<file path="src/rtl/bit_beeper.sv">
// bit_beeper: trigger-started piezo burst generator (tone gated by ON/OFF cadence) with an 8-bit Avalon-MM register slave.
module bit_beeper #(
    parameter int PRESCALE = 50,
    parameter int MS_DIV   = 1000
) (
    input  logic       csi_clk,
    input  logic       csi_reset_n,
    input  logic [3:0] avs_s1_address,
    input  logic       avs_s1_read,
    output logic [7:0] avs_s1_readdata,
    input  logic       avs_s1_write,
    input  logic [7:0] avs_s1_writedata,
    input  logic       coe_trigger,
    output logic       coe_buzzer,
    output logic       ins_irq
);
    localparam int PW = PRESCALE > 1 ? $clog2(PRESCALE) : 1;
    localparam int MW = MS_DIV > 1 ? $clog2(MS_DIV) : 1;
    localparam logic [1:0] S_IDLE = 2'd0;
    localparam logic [1:0] S_ON   = 2'd1;
    localparam logic [1:0] S_OFF  = 2'd2;

    logic [1:0]    r_state;
    logic [1:0]    w_nxt;
    logic [3:0]    r_ctrl;
    logic [7:0]    r_tone_div;
    logic [7:0]    r_on;
    logic [7:0]    r_off;
    logic [7:0]    r_burst;
    logic [7:0]    r_burst_l;
    logic [7:0]    r_cnt;
    logic [7:0]    r_len;
    logic [7:0]    r_ms;
    logic [7:0]    r_tone;
    logic [7:0]    r_rdata;
    logic [PW-1:0] r_pre;
    logic [MW-1:0] r_us;
    logic          r_done;
    logic          r_trig;
    logic          r_buzz;
    logic          r_irq;

    logic [3:0] w_ctrl_nxt;
    logic [7:0] w_tdiv;
    logic [7:0] w_cnt_inc;
    logic [7:0] w_rdata;
    logic       w_wr_ctrl;
    logic       w_wr_stat;
    logic       w_start;
    logic       w_abort;
    logic       w_us_tick;
    logic       w_ms_tick;
    logic       w_end;
    logic       w_last;
    logic       w_toggle;
    logic       w_on_end;
    logic       w_done_set;
    logic       w_active;
    logic       w_enter_on;
    logic       w_enter_off;

    assign w_wr_ctrl  = avs_s1_write && avs_s1_address == 4'd0;
    assign w_wr_stat  = avs_s1_write && avs_s1_address == 4'd5;
    // START is a pulse, so it is never stored; EN/HOLD decisions see the value being written this cycle
    assign w_ctrl_nxt = w_wr_ctrl ? {avs_s1_writedata[3], 1'b0, avs_s1_writedata[1:0]} : r_ctrl;
    assign w_start    = w_ctrl_nxt[0] && r_state == S_IDLE &&
                        ((w_wr_ctrl && avs_s1_writedata[2]) || (coe_trigger && !r_trig));
    assign w_abort    = !w_ctrl_nxt[0] || (w_ctrl_nxt[1] && !coe_trigger);

    assign w_us_tick  = r_pre == PW'(PRESCALE - 1);
    assign w_ms_tick  = w_us_tick && r_us == MW'(MS_DIV - 1);
    assign w_end      = w_ms_tick && r_ms == r_len - 8'd1;
    assign w_tdiv     = r_tone_div == 8'd0 ? 8'd1 : r_tone_div;
    assign w_toggle   = w_us_tick && r_tone >= w_tdiv - 8'd1;
    assign w_cnt_inc  = r_cnt + {7'd0, r_cnt != 8'hFF};
    assign w_last     = r_burst_l != 8'd0 && w_cnt_inc == r_burst_l;
    assign w_on_end   = r_state == S_ON && !w_abort && w_end;
    assign w_done_set = w_on_end && w_last;

    assign w_rdata = avs_s1_address == 4'd0 ? {4'd0, r_ctrl} :
                     avs_s1_address == 4'd1 ? r_tone_div :
                     avs_s1_address == 4'd2 ? r_on :
                     avs_s1_address == 4'd3 ? r_off :
                     avs_s1_address == 4'd4 ? r_burst :
                     avs_s1_address == 4'd5 ? {6'd0, r_done, w_active} : 8'd0;

    always_ff @(posedge csi_clk or negedge csi_reset_n) begin
        if (!csi_reset_n)
            r_state <= S_IDLE;
        else
            r_state <= w_nxt;
    end

    always_comb begin
        w_nxt = r_state == S_IDLE ? (w_start ? S_ON : S_IDLE) :
                w_abort           ? S_IDLE :
                !w_end            ? r_state :
                r_state == S_OFF  ? S_ON :
                w_last            ? S_IDLE :
                r_off == 8'd0     ? S_ON : S_OFF;
    end

    always_comb begin
        w_active    = r_state != S_IDLE;
        w_enter_on  = w_nxt == S_ON && (r_state != S_ON || w_end);
        w_enter_off = w_nxt == S_OFF && r_state != S_OFF;
    end

    always_ff @(posedge csi_clk or negedge csi_reset_n) begin
        if (!csi_reset_n) begin
            r_ctrl     <= 4'h0;
            r_tone_div <= 8'hFA;
            r_on       <= 8'h64;
            r_off      <= 8'h64;
            r_burst    <= 8'h03;
            r_done     <= 1'b0;
            r_trig     <= 1'b0;
            r_irq      <= 1'b0;
            r_rdata    <= 8'h00;
        end else begin
            r_trig <= coe_trigger;
            r_irq  <= r_done && r_ctrl[3];
            r_ctrl <= w_ctrl_nxt;
            if (avs_s1_write && avs_s1_address == 4'd1)
                r_tone_div <= avs_s1_writedata;
            if (avs_s1_write && avs_s1_address == 4'd2)
                r_on <= avs_s1_writedata;
            if (avs_s1_write && avs_s1_address == 4'd3)
                r_off <= avs_s1_writedata;
            if (avs_s1_write && avs_s1_address == 4'd4)
                r_burst <= avs_s1_writedata;
            r_done <= w_done_set ? 1'b1 :
                      (w_start || (w_wr_stat && avs_s1_writedata[1])) ? 1'b0 : r_done;
            if (avs_s1_read && !avs_s1_write)
                r_rdata <= w_rdata;
        end
    end

    // Cadence and tone datapath; every state entry restarts the window from a clean count
    always_ff @(posedge csi_clk or negedge csi_reset_n) begin
        if (!csi_reset_n) begin
            r_pre     <= '0;
            r_us      <= '0;
            r_ms      <= 8'd0;
            r_tone    <= 8'd0;
            r_len     <= 8'd0;
            r_burst_l <= 8'd0;
            r_buzz    <= 1'b0;
        end else if (w_enter_on || w_enter_off) begin
            r_pre  <= '0;
            r_us   <= '0;
            r_ms   <= 8'd0;
            r_tone <= 8'd0;
            r_len  <= w_enter_on ? (r_on == 8'd0 ? 8'd1 : r_on) : r_off;
            r_buzz <= w_enter_on;
            if (w_enter_on)
                r_burst_l <= r_burst;
        end else if (w_nxt == S_IDLE) begin
            r_pre  <= '0;
            r_us   <= '0;
            r_ms   <= 8'd0;
            r_tone <= 8'd0;
            r_buzz <= 1'b0;
        end else begin
            r_pre <= w_us_tick ? '0 : r_pre + 1'b1;
            if (w_us_tick)
                r_us <= w_ms_tick ? '0 : r_us + 1'b1;
            if (w_ms_tick)
                r_ms <= r_ms + 8'd1;
            if (w_us_tick)
                r_tone <= w_toggle ? 8'd0 : r_tone + 8'd1;
            if (r_state == S_ON && w_toggle)
                r_buzz <= !r_buzz;
        end
    end

    always_ff @(posedge csi_clk or negedge csi_reset_n) begin
        if (!csi_reset_n)
            r_cnt <= 8'd0;
        else if (w_start)
            r_cnt <= 8'd0;
        else if (w_on_end)
            r_cnt <= w_cnt_inc;
    end

    assign avs_s1_readdata = r_rdata;
    assign coe_buzzer      = r_buzz;
    assign ins_irq         = r_irq;
endmodule

</file>
<file path="config.mk">
export PLATFORM = sky130hd
export DESIGN_NAME = bit_beeper
export DESIGN_NICKNAME = d
export VERILOG_FILES = /design/src/rtl/bit_beeper.sv
export SDC_FILE = /design/constraint.sdc
export NUM_CORES = 1
export LEC_CHECK = 0
export CORE_AREA = 2 2 132 134
export CTS_CLUSTER_DIAMETER = 100
export DETAILED_ROUTE_END_ITERATION = 8
export DIE_AREA = 0 0 134 136
export MAX_ROUTING_LAYER = met4
export SYNTH_ARGS = -nofsm -noshare
export SYNTH_HDL_FRONTEND = slang
export SYNTH_SLANG_ARGS = --single-unit
</file>
<file path="constraint.sdc">
create_clock -name csi_clk -period 3.9 [get_ports csi_clk]
set_input_delay 0.585 -clock csi_clk [delete_from_list [all_inputs] [get_ports csi_clk]]
set_output_delay 0.585 -clock csi_clk [all_outputs]
set_load 0.1 [all_outputs]
</file>
Word-level counts from Yosys, hierarchy flattened
Index checks and enable logic that the tools add are counted.
Storage, ports and cells
  flip-flop bits (word level): 105
  latch bits: 0
  memory bits (writable): 0
  ROM bits: 0
  bits of input ports: 17
  output and inout port bits: 10
  word-level logic and storage cells: 130
  memories: 0
Operators by class
  add/sub/neg operators: 7
  $mul: 0
  divide/modulo/power cells: 0
  $lt $le $gt $ge: 1
  eq/ne operators: 16
  shifts and indexed selects: 0
  mux-type cells: 38
  bitwise logic cells: 0
  reductions and logical operators: 49
Operators with widths (number)
  8-bit two-way mux: 17
  10-bit two-way mux: 4
  1-bit logical AND: 24
  8-bit logical NOT: 3
  6-bit two-way mux: 3
  8-bit by 1-bit adder with 8-bit output, second input constant: 2
  8-bit == test: 2
  2-bit two-way mux: 8
  8-bit by 1-bit subtractor with 8-bit output, second input constant: 2
  10-bit by 1-bit adder with 10-bit output, second input constant: 1
  10-bit == test, second input constant: 1
  3-bit nonzero test: 3
  8-bit by 1-bit adder with 8-bit output: 1
  4-bit by 2-bit == test with 1-bit output, second input constant: 2
  4-bit by 3-bit == test with 1-bit output, second input constant: 2
  8-bit >= comparator: 1
  8-bit != test, second input constant: 1
  8-bit nonzero test: 1
  6-bit by 1-bit adder with 6-bit output, second input constant: 1
  6-bit == test, second input constant: 1
  1-bit logical NOT: 6
  1-bit two-way mux: 6
  2-bit nonzero test: 3
  1-bit logical OR: 5
  other kinds (8): 11

Longest topological paths before layout
  depth after elaboration: 13
  mapped depth: 15
  mapped depth without buffers: 13

Worst setup path before layout
No wires, ideal clock.
  path type: reg2reg
  start: reg r_tone_div[3]
  end: reg r_buzz, in the netlist coe_buzzer
  data arrival time: 2.914 ns
  data required time: 3.774 ns
  path slack: 0.860 ns
  cell stages (with the launch flop): 15
  buffers on the path: 1
  cells stage by stage: dfstp_2 clkbuf_1 nor4_1 a31oi_1 ha_1 nand2b_1 nor4_1 xnor2_1 ha_1 o21a_1 nor2_1 a21oi_1 nand4_1 xnor2_1 o32a_1
Between the ends
  word-level cells in the longest chain between the ends: 7
Ends and longest elaborated chain
  start, declared: RTL line 26  | logic [7:0] r_tone_div;
  start signal, assigned: RTL line 125  | r_tone_div <= avs_s1_writedata;
  8-bit logical NOT: RTL line 73  | assign w_tdiv = r_tone_div == 8'd0 ? 8'd1 : r_tone_div;
  8-bit two-way mux *: RTL line 73
  8-bit by 1-bit subtractor with 8-bit output *: RTL line 74  | assign w_toggle = w_us_tick && r_tone >= w_tdiv - 8'd1;
  8-bit >= comparator *: RTL line 74
  1-bit logical AND *: RTL line 74
  1-bit logical AND *: RTL line 172  | if (r_state == S_ON && w_toggle)
  3-bit nonzero test (no source line) *
  end signal, assigned: RTL line 155  | r_buzz <= w_enter_on;
  end signal, assigned: RTL line 173  | r_buzz <= !r_buzz;
  end, declared: RTL line 40  | logic r_buzz;
Mark *: on every way between the ends. The rest lies on a longest branch, timed or not.
A chain may end at the register's enable or synchronous reset.

Final worst setup path
  start: reg r_cnt[1]
  end: reg r_len[4]
Between the ends
  word-level cells in the longest chain between the ends: 12
Ends and longest elaborated chain
  start, declared: RTL line 31  | logic [7:0] r_cnt;
  start signal, assigned: RTL line 183  | r_cnt <= w_cnt_inc;
  8-bit != test: RTL line 75  | assign w_cnt_inc = r_cnt + {7'd0, r_cnt != 8'hFF};
  8-bit by 1-bit adder with 8-bit output *: RTL line 75
  8-bit == test *: RTL line 76  | assign w_last = r_burst_l != 8'd0 && w_cnt_inc == r_burst_l;
  1-bit logical AND *: RTL line 76
  2-bit two-way mux *: RTL line 99  | w_last ? S_IDLE :
  2-bit two-way mux *: RTL line 98  | r_state == S_OFF ? S_ON :
  2-bit two-way mux *: RTL line 97  | !w_end ? r_state :
  2-bit two-way mux *: RTL line 96  | w_abort ? S_IDLE :
  2-bit two-way mux *: RTL line 95  | w_nxt = r_state == S_IDLE ? (w_start ? S_ON : S_IDLE) :
  2-bit by 1-bit == test with 1-bit output / 2-bit == test (equally long branches): RTL line 105, 106
  1-bit logical AND (on tied branches): RTL line 105, 106
  8-bit two-way mux / 1-bit logical OR (equally long branches): RTL line 154, 149
  end signal, assigned: RTL line 154  | r_len <= w_enter_on ? (r_on == 8'd0 ? 8'd1 : r_on) : r_off;
  end, declared: RTL line 32  | logic [7:0] r_len;
Marks and branches as above.

==> out/metrics.cfg <==
[cts]
cts_htree_levels = 3
clkTransAtPathRegs_ps = 60
cts_tree = built
clock_latency_ps = 350
ctsResizeCount = 0
cts_inserted_buffers = 9
cts_max_path_buffers = 2
cts_root_buf = clkbuf_16
post_cts_buffers = 0
ctsHoldBuffers = 0
cts.sinks = 105

[hold_path]
holdCritPathClass = in -> async

[global_route]
grt_pass1_vias = 4547
grt_pass1_wl_um = 23200
grt_usage_pct = 16.4
grt_overflow = 0
antenna_found_initial = 0
grt_max_degree = 50

[detailed_routing]
drtAntennaViolNets = 0
drc = 0
totalWireLength_um = 13900
dr.first_iter.drc_count = 292
dr.pass1.iters = 4
vias_per_cell = 5.33
dr_total_vias = 4491
drt-wirelength-per-cell_um = 16.5

[yosys]
syn_inst = 588
synth_fp_nets = 622
yosys.area.top_type = dfrtp_1
yosys_warnings = 0
synth_top_area_share_pct = 39.2
synth_area_leaders = dfrtp_1, dfstp_2, mux2_2
synth_area_um2 = 5810
synth_seq_cells = 105
yosys-top-cells-count = dfrtp_1, nor2_1, nand2_1
synth.distinct_cells = 57
synth_seq_area_share_pct = 45.5
synth_edf_count = 0
ys.flop_type = dfrtp_1
synth-async-reset-ratio_pct = 100
synth.most_common_cell = dfrtp_1
avgSynthCellArea_um2 = 9.88

[floorplanning]
fp.coreArea_um2 = 16900
rows = 48
dieArea_um2 = 18200
io_pins = 27
start_util_pct = 34.4
die_w_um = 134
die_h_um = 136

[timing]
worst_pin_slew_ps = 1030
setup_viol = 0
max_clock_freq_ghz = 0.286
hold_viol = 0
rsz0062_at_grt = false
slew_viol_final = 0
fin_skew_ps = 8.33
tns_ps = 0
slew_headroom_pct = 31.3
finalCriticalPeriod_ps = 3490
post-route-period-util_pct = 89.5

[worst_setup_path]
path_max_fanout = 20
path_cells = nand4_1, nor2_1, nand3_1, ha_1, xor2_1, a2111oi_0, o211ai_1, o21bai_1, a21oi_1, o21ai_2, buf_4, nand2_1, o21a_1
crit_arrival_ps = 3730
crit_buf_inv = 1
critPathKind = reg -> reg
cp.required_ps = 4140
slowest_stage = dfrtp_1
critPathMaxStageDelay_ps = 540
end_kind = register
critPathTopFamily = compound AO/OA/AOI/OAI gates
crit_path_start_kind = register

[power]
p_leak_nw = 2.71
peakVddDrop_uv = 249
p_total_mw = 3.21
pwr_density_cell_nw_per_um2 = 486

[run]
cap_violations = 0

[cells_and_area]
final_util_pct = 39.1
area_growth_pct = 13.6
fin_cells = 842
final_layout_size_suffix_gt1_share_pct = 14.4
fillers = 1640
num_antenna_cells = 0
fin_nets = 647

[place]
gp_congestion = 0.867
dp.cells = 827
dp.final_hpwl_um = 10300
port-buffer-count = 26

[run_status]
status = finished clean

-- flip-flops by register name, summed over array words and instances (netlist names) --
name             flops
r_us                10
avs_s1_readdata      8
r_burst              8
r_burst_l            8
r_cnt                8
r_len                8
r_ms                 8
r_off                8
r_on                 8
r_tone               8
r_tone_div           8
r_pre                6
r_ctrl               3
r_state              2
coe_buzzer           1
ins_irq              1
r_done               1
r_trig               1
-- cell families (layout without fill, tap and decap cells) --
logic type	count (synthesis)	count (layout)	synth area share, %
AO/OA/AOI/OAI	110	110	12.1
XOR/XNOR	46	46	6.94
adder cells (fa/ha/maj)	17	17	3.66
buffers and inverters	34	63	2.50
flip-flops	105	105	45.5
multiplexers	50	50	9.95
AND/OR/NAND/NOR	226	226	19.3
-- per-stage QoR --
stage                     hold slack [ps]  setup slack [ps]  area [um2]
after floorplan                       289               860        5810
after global placement                470               447        6310
final                                 265               409        6600
after global routing                  324               158        6600
after CTS                             295               438        6600
after detailed placement              478               296        6310
-- metal layers --
metal  part of all wire (%)  GRT usage [%]  vias up
met4                    1.6           5.26        0
met2                     49           27.1       77
met5                      0              -        -
met1                     46           21.2     2242
met3                    3.7           2.01       17
li1                       -              -     2155
-- layout by cell type (no fill, tap or decap), types with 7 or more instances in the layout --
master	n
mux2_4	8
dfstp_2	14
or3_1	7
mux2i_1	12
o21ai_0	25
and3_1	7
xnor2_1	18
dfrtp_1	91
nor3_1	11
xor2_1	28
nand3_1	18
nand2_1	55
buf_4	9
mux2_2	30
nor2_1	63
a21oi_1	30
clkbuf_16	9
nor4_1	9
nand4_1	14
clkdlybuf4s50_1	25
ha_1	17
inv_1	14
-- cell type report --
cell class / instances / area [um2] / area share, %
clock buffer: 13 / 270 / 4.10
clock inverter: 2 / 12.5 / 0.190
inverter: 14 / 52.6 / 0.797
multi-input combinational: 449 / 3020 / 45.7
sequential: 105 / 2650 / 40.1
tap: 225 / 282 / 4.27
timing repair buffer: 34 / 318 / 4.82
-- worst register-to-register path: cells and delay by family (launching register included) --
kind,cells,cell delay [ps]
XOR/XNOR,1,180
AND/OR/NAND/NOR,4,720
flip-flops,1,540
buffers and inverters,1,290
adder cells (fa/ha/maj),1,360
AO/OA/AOI/OAI,6,1290
-- power breakdown --
part | internal [mW] | switching, mW | leakage [nW]
Combinational | 0.386 | 0.417 | 1.23
Sequential | 1.30 | 0.238 | 1.35
Clock | 0.481 | 0.391 | 0.138
Total | 2.16 | 1.05 | 2.71
-- final timing paths --
check                                                      end  slack, ps  cells after the start                            from
worst max-delay path                      r_len[4]$_DFFE_PN0N_        410                     13            r_cnt[1]$_DFFE_PN0P_
worst min-delay path                      r_cnt[7]$_DFFE_PN0P_        270                      1                     csi_reset_n
worst max register to register            r_len[4]$_DFFE_PN0N_        410                     13            r_cnt[1]$_DFFE_PN0P_
worst min register to register  avs_s1_readdata[2]$_DFFE_PN0P_        490                      2  avs_s1_readdata[2]$_DFFE_PN0P_
max in group asynchronous            r_tone_div[3]$_DFFE_PN1P_       2740                      2                     csi_reset_n
min in group csi_clk            avs_s1_readdata[2]$_DFFE_PN0P_        490                      2  avs_s1_readdata[2]$_DFFE_PN0P_
No activity file was read; power rests on OpenSTA's default activity.
